--- config.mk ---
export PLATFORM = sky130hd
export DESIGN_NAME = sd_host_cmd
export DESIGN_NICKNAME = d
export VERILOG_FILES = /design/src/rtl/sd_host_cmd.sv
export SDC_FILE = /design/constraint.sdc
export NUM_CORES = 1
export LEC_CHECK = 0
export BUFFER_PORTS_ARGS = -buffer_cell sky130_fd_sc_hd__buf_2
export CORE_MARGIN = 5
export CORE_UTILIZATION = 51
export DETAILED_ROUTE_END_ITERATION = 10
export PLACE_DENSITY = 0.8
export SLEW_MARGIN = 20
export SYNTH_ARGS = -nofsm -noshare
export SYNTH_HDL_FRONTEND = slang
export SYNTH_SLANG_ARGS = --single-unit
--- constraint.sdc ---
create_clock -name clk_50 -period 7.5 [get_ports clk_50]
set_clock_uncertainty 0.05 [all_clocks]
set_input_delay 1.875 -clock clk_50 [delete_from_list [all_inputs] [get_ports clk_50]]
set_output_delay 1.875 -clock clk_50 [all_outputs]
set_load 0.1 [all_outputs]
--- src/rtl/sd_host_cmd.sv ---
// SD card CMD-line host: divides clk_50 into sd_clk, shifts out a 48-bit command
// frame with CRC7 and captures an optional 48- or 136-bit response.
module sd_host_cmd #(
    parameter int CLK_DIV = 2,
    parameter int NCR_MAX = 64
) (
    input  logic         clk_50,
    input  logic         reset,
    output logic         sd_clk,
    input  logic         sd_cmd_i,
    output logic         sd_cmd_o,
    output logic         sd_cmd_t,
    input  logic         cmd_go,
    input  logic [5:0]   cmd_index,
    input  logic [31:0]  cmd_arg,
    input  logic [1:0]   resp_type,
    output logic         cmd_busy,
    output logic         cmd_done,
    output logic [135:0] resp_out,
    output logic         err_timeout,
    output logic         err_crc
);

    typedef enum logic [2:0] {IDLE, TX, WAIT, RX, NCC, DONE} state_t;

    localparam logic [15:0] DIV_LAST = 16'(CLK_DIV - 1);
    localparam logic [15:0] NCR_LAST = 16'(NCR_MAX - 1);

    state_t         r_state;
    state_t         w_nextState;
    logic [15:0]    r_divCnt;
    logic           r_sdClk;
    logic           r_cmdO;
    logic           r_cmdT;
    logic [47:0]    r_frame;
    logic [1:0]     r_type;
    logic [15:0]    r_cnt;
    logic [135:0]   r_resp;
    logic           r_errTo;
    logic           r_errCrc;
    logic           w_rise;
    logic           w_fall;
    logic [39:0]    w_txHead;
    logic [47:0]    w_txFrame;
    logic [135:0]   w_nextResp;
    logic [15:0]    w_rxLast;
    logic           w_crcBad;

    function automatic logic [6:0] crc7(input logic [39:0] d);
        logic [6:0] c;
        logic       fb;
        c = '0;
        for (int i = 39; i >= 0; i--) begin
            fb = d[i] ^ c[6];
            c  = {c[5:0], 1'b0} ^ (fb ? 7'h09 : 7'h00);
        end
        return c;
    endfunction

    always_ff @(posedge clk_50 or posedge reset) begin
        if (reset) begin
            r_divCnt <= '0;
            r_sdClk  <= 1'b0;
        end else if (r_divCnt == DIV_LAST) begin
            r_divCnt <= '0;
            r_sdClk  <= ~r_sdClk;
        end else begin
            r_divCnt <= r_divCnt + 16'd1;
        end
    end

    // Strobes fire in the clk_50 cycle whose edge toggles sd_clk.
    assign w_rise     = (r_divCnt == DIV_LAST) && !r_sdClk;
    assign w_fall     = (r_divCnt == DIV_LAST) && r_sdClk;
    assign w_txHead   = {2'b01, cmd_index, cmd_arg};
    assign w_txFrame  = {w_txHead, crc7(w_txHead), 1'b1};
    assign w_nextResp = {r_resp[134:0], sd_cmd_i};
    assign w_rxLast   = (r_type == 2'd3) ? 16'd135 : 16'd47;
    assign w_crcBad   = (r_type == 2'd1) && (crc7(w_nextResp[47:8]) != w_nextResp[7:1]);

    always_ff @(posedge clk_50 or posedge reset) begin
        if (reset) begin
            r_state <= IDLE;
        end else begin
            r_state <= w_nextState;
        end
    end

    always_comb begin
        w_nextState = r_state;
        cmd_busy    = 1'b0;
        cmd_done    = 1'b0;
        case (r_state)
            IDLE: begin
                if (cmd_go) w_nextState = TX;
            end
            TX: begin
                cmd_busy = 1'b1;
                if (w_fall && r_cnt == 16'd48) w_nextState = (r_type == 2'd0) ? NCC : WAIT;
            end
            WAIT: begin
                cmd_busy = 1'b1;
                if (w_rise) begin
                    if (!sd_cmd_i)              w_nextState = RX;
                    else if (r_cnt == NCR_LAST) w_nextState = NCC;
                end
            end
            RX: begin
                cmd_busy = 1'b1;
                if (w_rise && r_cnt == w_rxLast) w_nextState = NCC;
            end
            NCC: begin
                cmd_busy = 1'b1;
                if (w_rise && r_cnt == 16'd7) w_nextState = DONE;
            end
            DONE: begin
                cmd_busy    = 1'b1;
                cmd_done    = 1'b1;
                w_nextState = IDLE;
            end
            default: w_nextState = IDLE;
        endcase
    end

    // r_cnt is shared: TX bit index, WAIT Ncr count, RX bits held, NCC rises.
    always_ff @(posedge clk_50 or posedge reset) begin
        if (reset) begin
            r_cmdO   <= 1'b1;
            r_cmdT   <= 1'b1;
            r_frame  <= '0;
            r_type   <= '0;
            r_cnt    <= '0;
            r_resp   <= '0;
            r_errTo  <= 1'b0;
            r_errCrc <= 1'b0;
        end else begin
            case (r_state)
                IDLE: begin
                    if (cmd_go) begin
                        r_frame  <= w_txFrame;
                        r_type   <= resp_type;
                        r_resp   <= '0;
                        r_errTo  <= 1'b0;
                        r_errCrc <= 1'b0;
                        r_cnt    <= '0;
                    end
                end
                TX: begin
                    if (w_fall) begin
                        if (r_cnt == 16'd48) begin
                            r_cmdT <= 1'b1;
                            r_cmdO <= 1'b1;
                            r_cnt  <= '0;
                        end else begin
                            r_cmdT  <= 1'b0;
                            r_cmdO  <= r_frame[47];
                            r_frame <= {r_frame[46:0], 1'b0};
                            r_cnt   <= r_cnt + 16'd1;
                        end
                    end
                end
                WAIT: begin
                    if (w_rise) begin
                        if (!sd_cmd_i) begin
                            r_resp <= w_nextResp;
                            r_cnt  <= 16'd1;
                        end else if (r_cnt == NCR_LAST) begin
                            r_errTo <= 1'b1;
                            r_cnt   <= '0;
                        end else begin
                            r_cnt <= r_cnt + 16'd1;
                        end
                    end
                end
                RX: begin
                    if (w_rise) begin
                        r_resp <= w_nextResp;
                        if (r_cnt == w_rxLast) begin
                            r_cnt    <= '0;
                            r_errCrc <= w_crcBad;
                        end else begin
                            r_cnt <= r_cnt + 16'd1;
                        end
                    end
                end
                NCC: begin
                    if (w_rise) r_cnt <= (r_cnt == 16'd7) ? 16'd0 : r_cnt + 16'd1;
                end
                default: ;
            endcase
        end
    end

    assign sd_clk      = r_sdClk;
    assign sd_cmd_o    = r_cmdO;
    assign sd_cmd_t    = r_cmdT;
    assign resp_out    = r_resp;
    assign err_timeout = r_errTo;
    assign err_crc     = r_errCrc;

endmodule

==> results of run 1 <==
## critical path: cells and delay by family (launching register included)
kind                   cells  cell delay [ns]
DFF                        1             0.56
and+or+nand+nor            3             0.41
buffers and inverters      3             0.93
## per-stage QoR
step	hold WS (ns)	instances
3_5_place_dp	0.405	1643
5_1_grt	0.440	1689
6_report	0.412	1689
2_1_floorplan	0.389	1243
4_1_cts	0.414	1689
3_3_place_gp	0.400	1642
## power by group
| group | internal [W] | switching (W) |
|---|---|---|
| Sequential | 0.00137 | 0.000116 |
| Combinational | 0.000414 | 0.000906 |
| Clock | 0.000840 | 0.000510 |
## cell usage in the layout (no fill, tap or decap), drive strengths merged, types with 4 or more instances in the layout
master	instances
nor4	5
nand2	307
ha	5
a21oi	13
bufinv	6
dfrtp	224
or2	4
nor3	90
o21ai	151
nand4	8
inv	12
mux2i	4
xor2	35
nor2	115
a22o	6
clkinv	8
xnor3	18
nand3	12
xnor2	98
clkbuf	30
a31oi	5
xor3	4
buf	193
o22ai	6
and3	10
## state kept, by name, indices dropped and copies added (netlist names)
signal and flops:
sd_clk 1, r_divCnt 16, r_frame 48, resp_out 136, sd_cmd_t 1, r_type 2
r_state 3, err_crc 1, sd_cmd_o 1, r_cnt 16, err_timeout 1
## worst max-delay path by stage
stage,from,end
2_1_floorplan,reset,err_crc
3_3_place_gp,cmd_index[5],r_frame[2]
3_5_place_dp,cmd_index[4],r_frame[5]
4_1_cts,r_state[0],cmd_busy
5_1_grt,r_state[0],cmd_busy
6_report,r_state[0],cmd_busy
## kinds of logic after synthesis
logic type	Yosys count
simple gates	573
flops	226
compound gates	195
xor+xnor	155
buf+inv	84
mux	5
fa+ha+maj	5
## layout make-up
class / instances / area share [%]
clock inverter: 16 / 1.79
multi-input combinational: 933 / 40.0
clock buffer: 30 / 4.99
tap: 280 / 2.63
timing repair buffer: 193 / 7.72
sequential: 226 / 42.5
inverter: 11 / 0.338
## routing by layer
layer | wire [µm] | global-route usage (%)
met5 | 0 | 0
met4 | 383 | 4.35
met3 | 2190 | 6.39
met2 | 12600 | 33.8
met1 | 11800 | 30.9
==> impl_metrics.csv, run 1 <==
group,metric,value,unit
worst_hold_path,worst_hold_path.num_cells,2,
cells_and_area,final_layout_size_suffix_gt1_share,18.2,%
timing,worst-slew-pin-transition,1.04,ns
worst_setup_path,worstReg2RegEnd,"r_cnt[4]",
worst_hold_path,hold_path_class,"reg -> reg",
worst_setup_path,depth_of_the_worst_register_to_register_path,7,
placed_design,dpl_cell_area,12400,µm²
floorplan,initial_util,51.7,%
worst_setup_path,timing.critical_path.fanout_max,44,
worst_setup_path,critPathMaxStageDelay,0.56,ns
worst_setup_path,critical_path.most_common_cell,"sky130_fd_sc_hd__nand2_1",
timing,setup_repair_after_global_routing_missed_its_margin,"no",
synthesis,yosys_register_bits,226,
power,power_density,312,nW/µm²
synthesis,yosys_warnings,0,
timing,report.final.setup_viol,0,
cells_and_area,multi_input_comb_area,5330,µm²
synthesis,synth_mux_area_share,0.455,%
worst_setup_path,worst_setup_path_start_kind,"register",
timing,hold_viol,0,
global_routing,grt_antenna_before_repair,0,
synthesis,synth_top_family_by_area,"simple AND/OR/NAND/NOR gates",
clocking,cts-root-buf,"sky130_fd_sc_hd__clkbuf_16",
synthesis,xor_xnor_share_of_the_synthesized_area,14.8,%
worst_setup_path,reg2reg_slack,4.30,ns
clocking,clock_insertion_delay_worst_skew,0.53,ns
power,total_leakage_power,6.21,nW
worst_setup_path,path_cells,"inv_1, nor2_1, nand2_1, buf_4, nand2_1, buf_2",
placed_design,pre_cts_ws,3.20,ns
timing,timing.final.ws_setup,3.14,ns
cells_and_area,final_net_count,1439,
cells_and_area,n_antenna_cell,0,
synthesis,synth.area.top_cells,"sky130_fd_sc_hd__dfrtp_1 50%, sky130_fd_sc_hd__nand2_1 10%, sky130_fd_sc_hd__xnor2_1 7.6%",
synthesis,yosys.area_share.simple,21.7,%
worst_hold_path,worstHoldStart,"sd_cmd_o",
route,route.vias.total,8978,
global_routing,grt_pass1_vias,8872,
timing,fmax,229,MHz
synthesis,synthCells,1243,
route,ant_nets,0,
job,maxCapViolations,0,
clocking,clock_path_buffers,3,
global_routing,grt_pass1_wl,45700,µm
synthesis,net_count_after_synthesis,1292,
route,drt_iter0_drc,788,
synthesis,yosys.area.top_type,"sky130_fd_sc_hd__dfrtp_1",
synthesis,area_fraction_in_compound_gates_after_synthesis,9.54,%
synthesis,synthDistinctLibCells,53,
route,drt-total-wl,27100,µm
cells_and_area,ff_latch_area,5660,µm²
worst_hold_path,min_delay_worst_endpoint,"sd_cmd_o",
route,drc,0,
clocking,cts_made_buffers,25,
cells_and_area,final_design_area_no_fill,13300,µm²
status,run_status,"completed",
synthesis,synth-seq-area-share,50.2,%
route,firstDrtPassIters,6,
synthesis,synthTopCellsByCount,"307 x sky130_fd_sc_hd__nand2_1, 224 x sky130_fd_sc_hd__dfrtp_1, 150 x sky130_fd_sc_hd__o21ai_0, 115 x sky130_fd_sc_hd__nor2_1, 98 x sky130_fd_sc_hd__xnor2_1",
route,avgViaCountPerCell,5.32,
clocking,clock_tree_from_tritoncts,"done",
floorplan,num_io_pins,187,
clocking,cts.reportedPaths.clkPinSlew,0.06,ns
global_routing,maximum_number_of_pins_on_one_net_before_global_route_repair,273,
cells_and_area,finalCoreUtilization,61.0,%
synthesis,async_flop_share,100,%
synthesis,postSynthAreaPerCell,9.07,µm²
timing,finalWorstPathRequiredPeriod,4.36,ns
worst_setup_path,cp_data_arrival_time,2.43,ns
worst_setup_path,critPathRequiredTime,5.58,ns
clocking,post_cts.repair.setup_buffers,0,
floorplan,die_height,159,µm
clocking,cts-hold-fix-buffers,0,
worst_setup_path,timing.critical_path.slowest_stage_cell,"sky130_fd_sc_hd__dfrtp_1",
global_routing,global_route.usage.total,21.8,%
route,drt-wirelength-per-cell,16.0,µm
cells_and_area,area.growth.synth_to_final,18.1,%
floorplan,core-area,21800,µm²
power,design_power_total,0.00416,W
clocking,cts.repair.resized,0,
synthesis,dominantRegCellSynth,"sky130_fd_sc_hd__dfrtp_1",
worst_setup_path,critPathKind,"reg -> out",
synthesis,synthAdderAreaFrac,0.555,%
placed_design,numPortBuffers,186,
timing,min_period_over_period,58.1,%
timing,timing.slew.headroom,30.7,%
floorplan,fp-row-count,54,
timing,report.final.slew_viol_count,0,
worst_setup_path,timing.critical_path.to_type,"primary output",
synthesis,synth-edff-count,0,
placed_design,place.gp.congestion,0.878,
cells_and_area,n_fill_cell,1799,
placed_design,dpl.hpwl,18000,µm
timing,setup-tns-final,0,ns
global_routing,global_route.overflow_total,0,
floorplan,die_w,159,µm
floorplan,die_area,25200,µm²
clocking,cts.htree.levels,1,
synthesis,post_synthesis_cell_area,11300,µm²
synthesis,post-synth-top-count-cell,"sky130_fd_sc_hd__nand2_1",
worst_setup_path,r2r-start,"r_cnt[10]",
synthesis,synthDominantCellAreaShare,49.7,%
power,vdd.ir_drop.worst,0.000370,V
clocking,cts.sink_count,226,
No activity file was read; power rests on OpenSTA's default activity.
==> run 2, diff against run 1 <==
==> constraint.sdc (replaced) <==
create_clock -name clk_50 -period 3.6 [get_ports clk_50]
set_clock_uncertainty 0.05 [all_clocks]
set_input_delay 0.9 -clock clk_50 [delete_from_list [all_inputs] [get_ports clk_50]]
set_output_delay 0.9 -clock clk_50 [all_outputs]
set_load 0.1 [all_outputs]
==> run 2 against run 1 <==
Clock-buffer cell count increased by 11. Sequential share of layout area decreased by 0.50 points. Critical path depth increased by 2. Final cell count increased by 1.1%. Total power increased by 110%. Final area increased by 1.2%. Critical path type is now reg -> reg. Largest power group unchanged. Highest routed layer unchanged.
==> impl_metrics.csv, run 2 (same netlist as run 1, synthesis figures left out) <==
group,metric,value,unit
status,run_status,"completed",
cells_and_area,final_layout_size_suffix_gt1_share,18.9,%
timing,hold_viol,0,
power,power_density,643,nW/µm²
floorplan,die_height,159,µm
floorplan,die_area,25200,µm²
route,firstDrtPassIters,6,
timing,setup_repair_after_global_routing_missed_its_margin,"no",
floorplan,num_io_pins,187,
global_routing,grt_pass1_vias,9013,
clocking,cts-root-buf,"sky130_fd_sc_hd__clkbuf_16",
global_routing,grt_antenna_before_repair,0,
worst_setup_path,depth_of_the_worst_register_to_register_path,8,
timing,finalWorstPathRequiredPeriod,2.97,ns
clocking,cts_made_buffers,25,
worst_hold_path,worst_hold_path.num_cells,2,
placed_design,dpl.hpwl,19000,µm
route,drt-total-wl,26800,µm
power,vdd.ir_drop.worst,0.000379,V
clocking,post_cts.repair.setup_buffers,0,
placed_design,pre_cts_ws,0.338,ns
floorplan,fp-row-count,54,
cells_and_area,n_antenna_cell,0,
job,maxCapViolations,0,
timing,setup-tns-final,0,ns
clocking,clock_path_buffers,3,
floorplan,core-area,21800,µm²
cells_and_area,final_net_count,1458,
timing,min_period_over_period,82.5,%
worst_setup_path,cp_data_arrival_time,3.33,ns
worst_setup_path,worst_setup_path_start_kind,"register",
worst_setup_path,critPathRequiredTime,3.96,ns
timing,timing.final.ws_setup,0.630,ns
floorplan,initial_util,51.7,%
placed_design,numPortBuffers,186,
route,ant_nets,0,
worst_hold_path,hold_path_class,"reg -> reg",
route,drt_iter0_drc,627,
worst_setup_path,timing.critical_path.fanout_max,47,
floorplan,die_w,159,µm
timing,report.final.setup_viol,0,
clocking,cts.repair.resized,0,
clocking,clock_tree_from_tritoncts,"done",
cells_and_area,layout_commonest_cell,"sky130_fd_sc_hd__nand2_1",
route,drc,0,
clocking,cts.reportedPaths.clkPinSlew,0.06,ns
route,avgViaCountPerCell,5.36,
route,drt-wirelength-per-cell,15.7,µm
timing,report.final.slew_viol_count,0,
global_routing,grt_pass1_wl,44900,µm
route,route.vias.total,9154,
timing,fmax,337,MHz
clocking,cts.htree.levels,1,
cells_and_area,final_cell_mix,"306 x sky130_fd_sc_hd__nand2_1, 224 x sky130_fd_sc_hd__dfrtp_1, 185 x sky130_fd_sc_hd__buf_2",
global_routing,maximum_number_of_pins_on_one_net_before_global_route_repair,77,
cells_and_area,largest_register_ff_count,136,
power,total_leakage_power,6.30,nW
cells_and_area,finalCoreUtilization,61.7,%
timing,worst-slew-pin-transition,0.907,ns
worst_setup_path,critPathKind,"reg -> reg",
timing,timing.slew.headroom,39.4,%
global_routing,global_route.overflow_total,0,
placed_design,place.gp.congestion,0.879,
worst_setup_path,timing.critical_path.to_type,"register",
clocking,clock_insertion_delay_worst_skew,0.51,ns
global_routing,global_route.usage.total,21.5,%
cells_and_area,area.growth.synth_to_final,19.5,%
clocking,cts.sink_count,226,
clocking,cts-hold-fix-buffers,0,
[run 2: changes by cell type in the layout (fill, tap and decap cells not counted), sizes merged]
cell and delta:
clkbuf +11, bufinv -4, clkinv -6, inv -2, buf +19
[run 2: critical path, stage by stage, from the launching register on]
cell and delay (ns):
sky130_fd_sc_hd__dfrtp_1 0.43, sky130_fd_sc_hd__or4_1 0.57, sky130_fd_sc_hd__or3_4 0.42, sky130_fd_sc_hd__nor3_1 0.55, sky130_fd_sc_hd__nor2_1 0.13, sky130_fd_sc_hd__nor2_2 0.15, sky130_fd_sc_hd__buf_12 0.24, sky130_fd_sc_hd__nor3_1 0.08
sky130_fd_sc_hd__a211oi_1 0.25
[run 2: cell type report]
cell class	count	area, µm²
clock buffers	41	756
fillers	1811	8350
well taps	280	350
repair buffers	212	1250
clock inverters	4	73.8
flip-flops and latches	226	5660
inverters	11	45.0
multi-input cells	933	5340
[run 2: path summary, 6_finish.rpt]
kind                           start      endpoint  slack (ns)
min in group asynchronous      reset  resp_out[87]        0.52
max reg2reg                r_cnt[10]    r_frame[6]        0.63
min                         sd_cmd_o      sd_cmd_o        0.42
max in group asynchronous      reset      sd_cmd_o        2.19
min reg2reg                 sd_cmd_o      sd_cmd_o        0.42
max                        r_cnt[10]    r_frame[6]        0.63
[run 2: layer usage]
layer  up-vias  part of all wire [%]  global-route usage [%]  wire length (µm)
met5         -                     0                       0                 0
met3        44                   8.1                    5.98              2170
li1       4451                     -                       -                 -
met2       247                    46                    32.7             12300
met4         0                   2.1                    5.56               558
met1      4412                    44                    30.6             11800
[run 2: power breakdown]
group | leakage [nW] | internal [W] | switching (W)
registers | 3.00 | 0.00286 | 0.000233
logic | 2.89 | 0.00106 | 0.00194
clock network | 0.405 | 0.00157 | 0.000997
total | 6.30 | 0.00549 | 0.00317
[run 2: metrics by stage]
step                      power, W  instance area (µm²)  hold WS (ns)  std cells
after detailed placement   0.00614                12600         0.408       1662
after global placement     0.00605                12600         0.400       1662
after floorplan            0.00534                11300         0.389       1243
final                      0.00866                13500         0.415       1707
after global routing       0.00924                13500         0.435       1707
after CTS                  0.00874                13500         0.417       1707
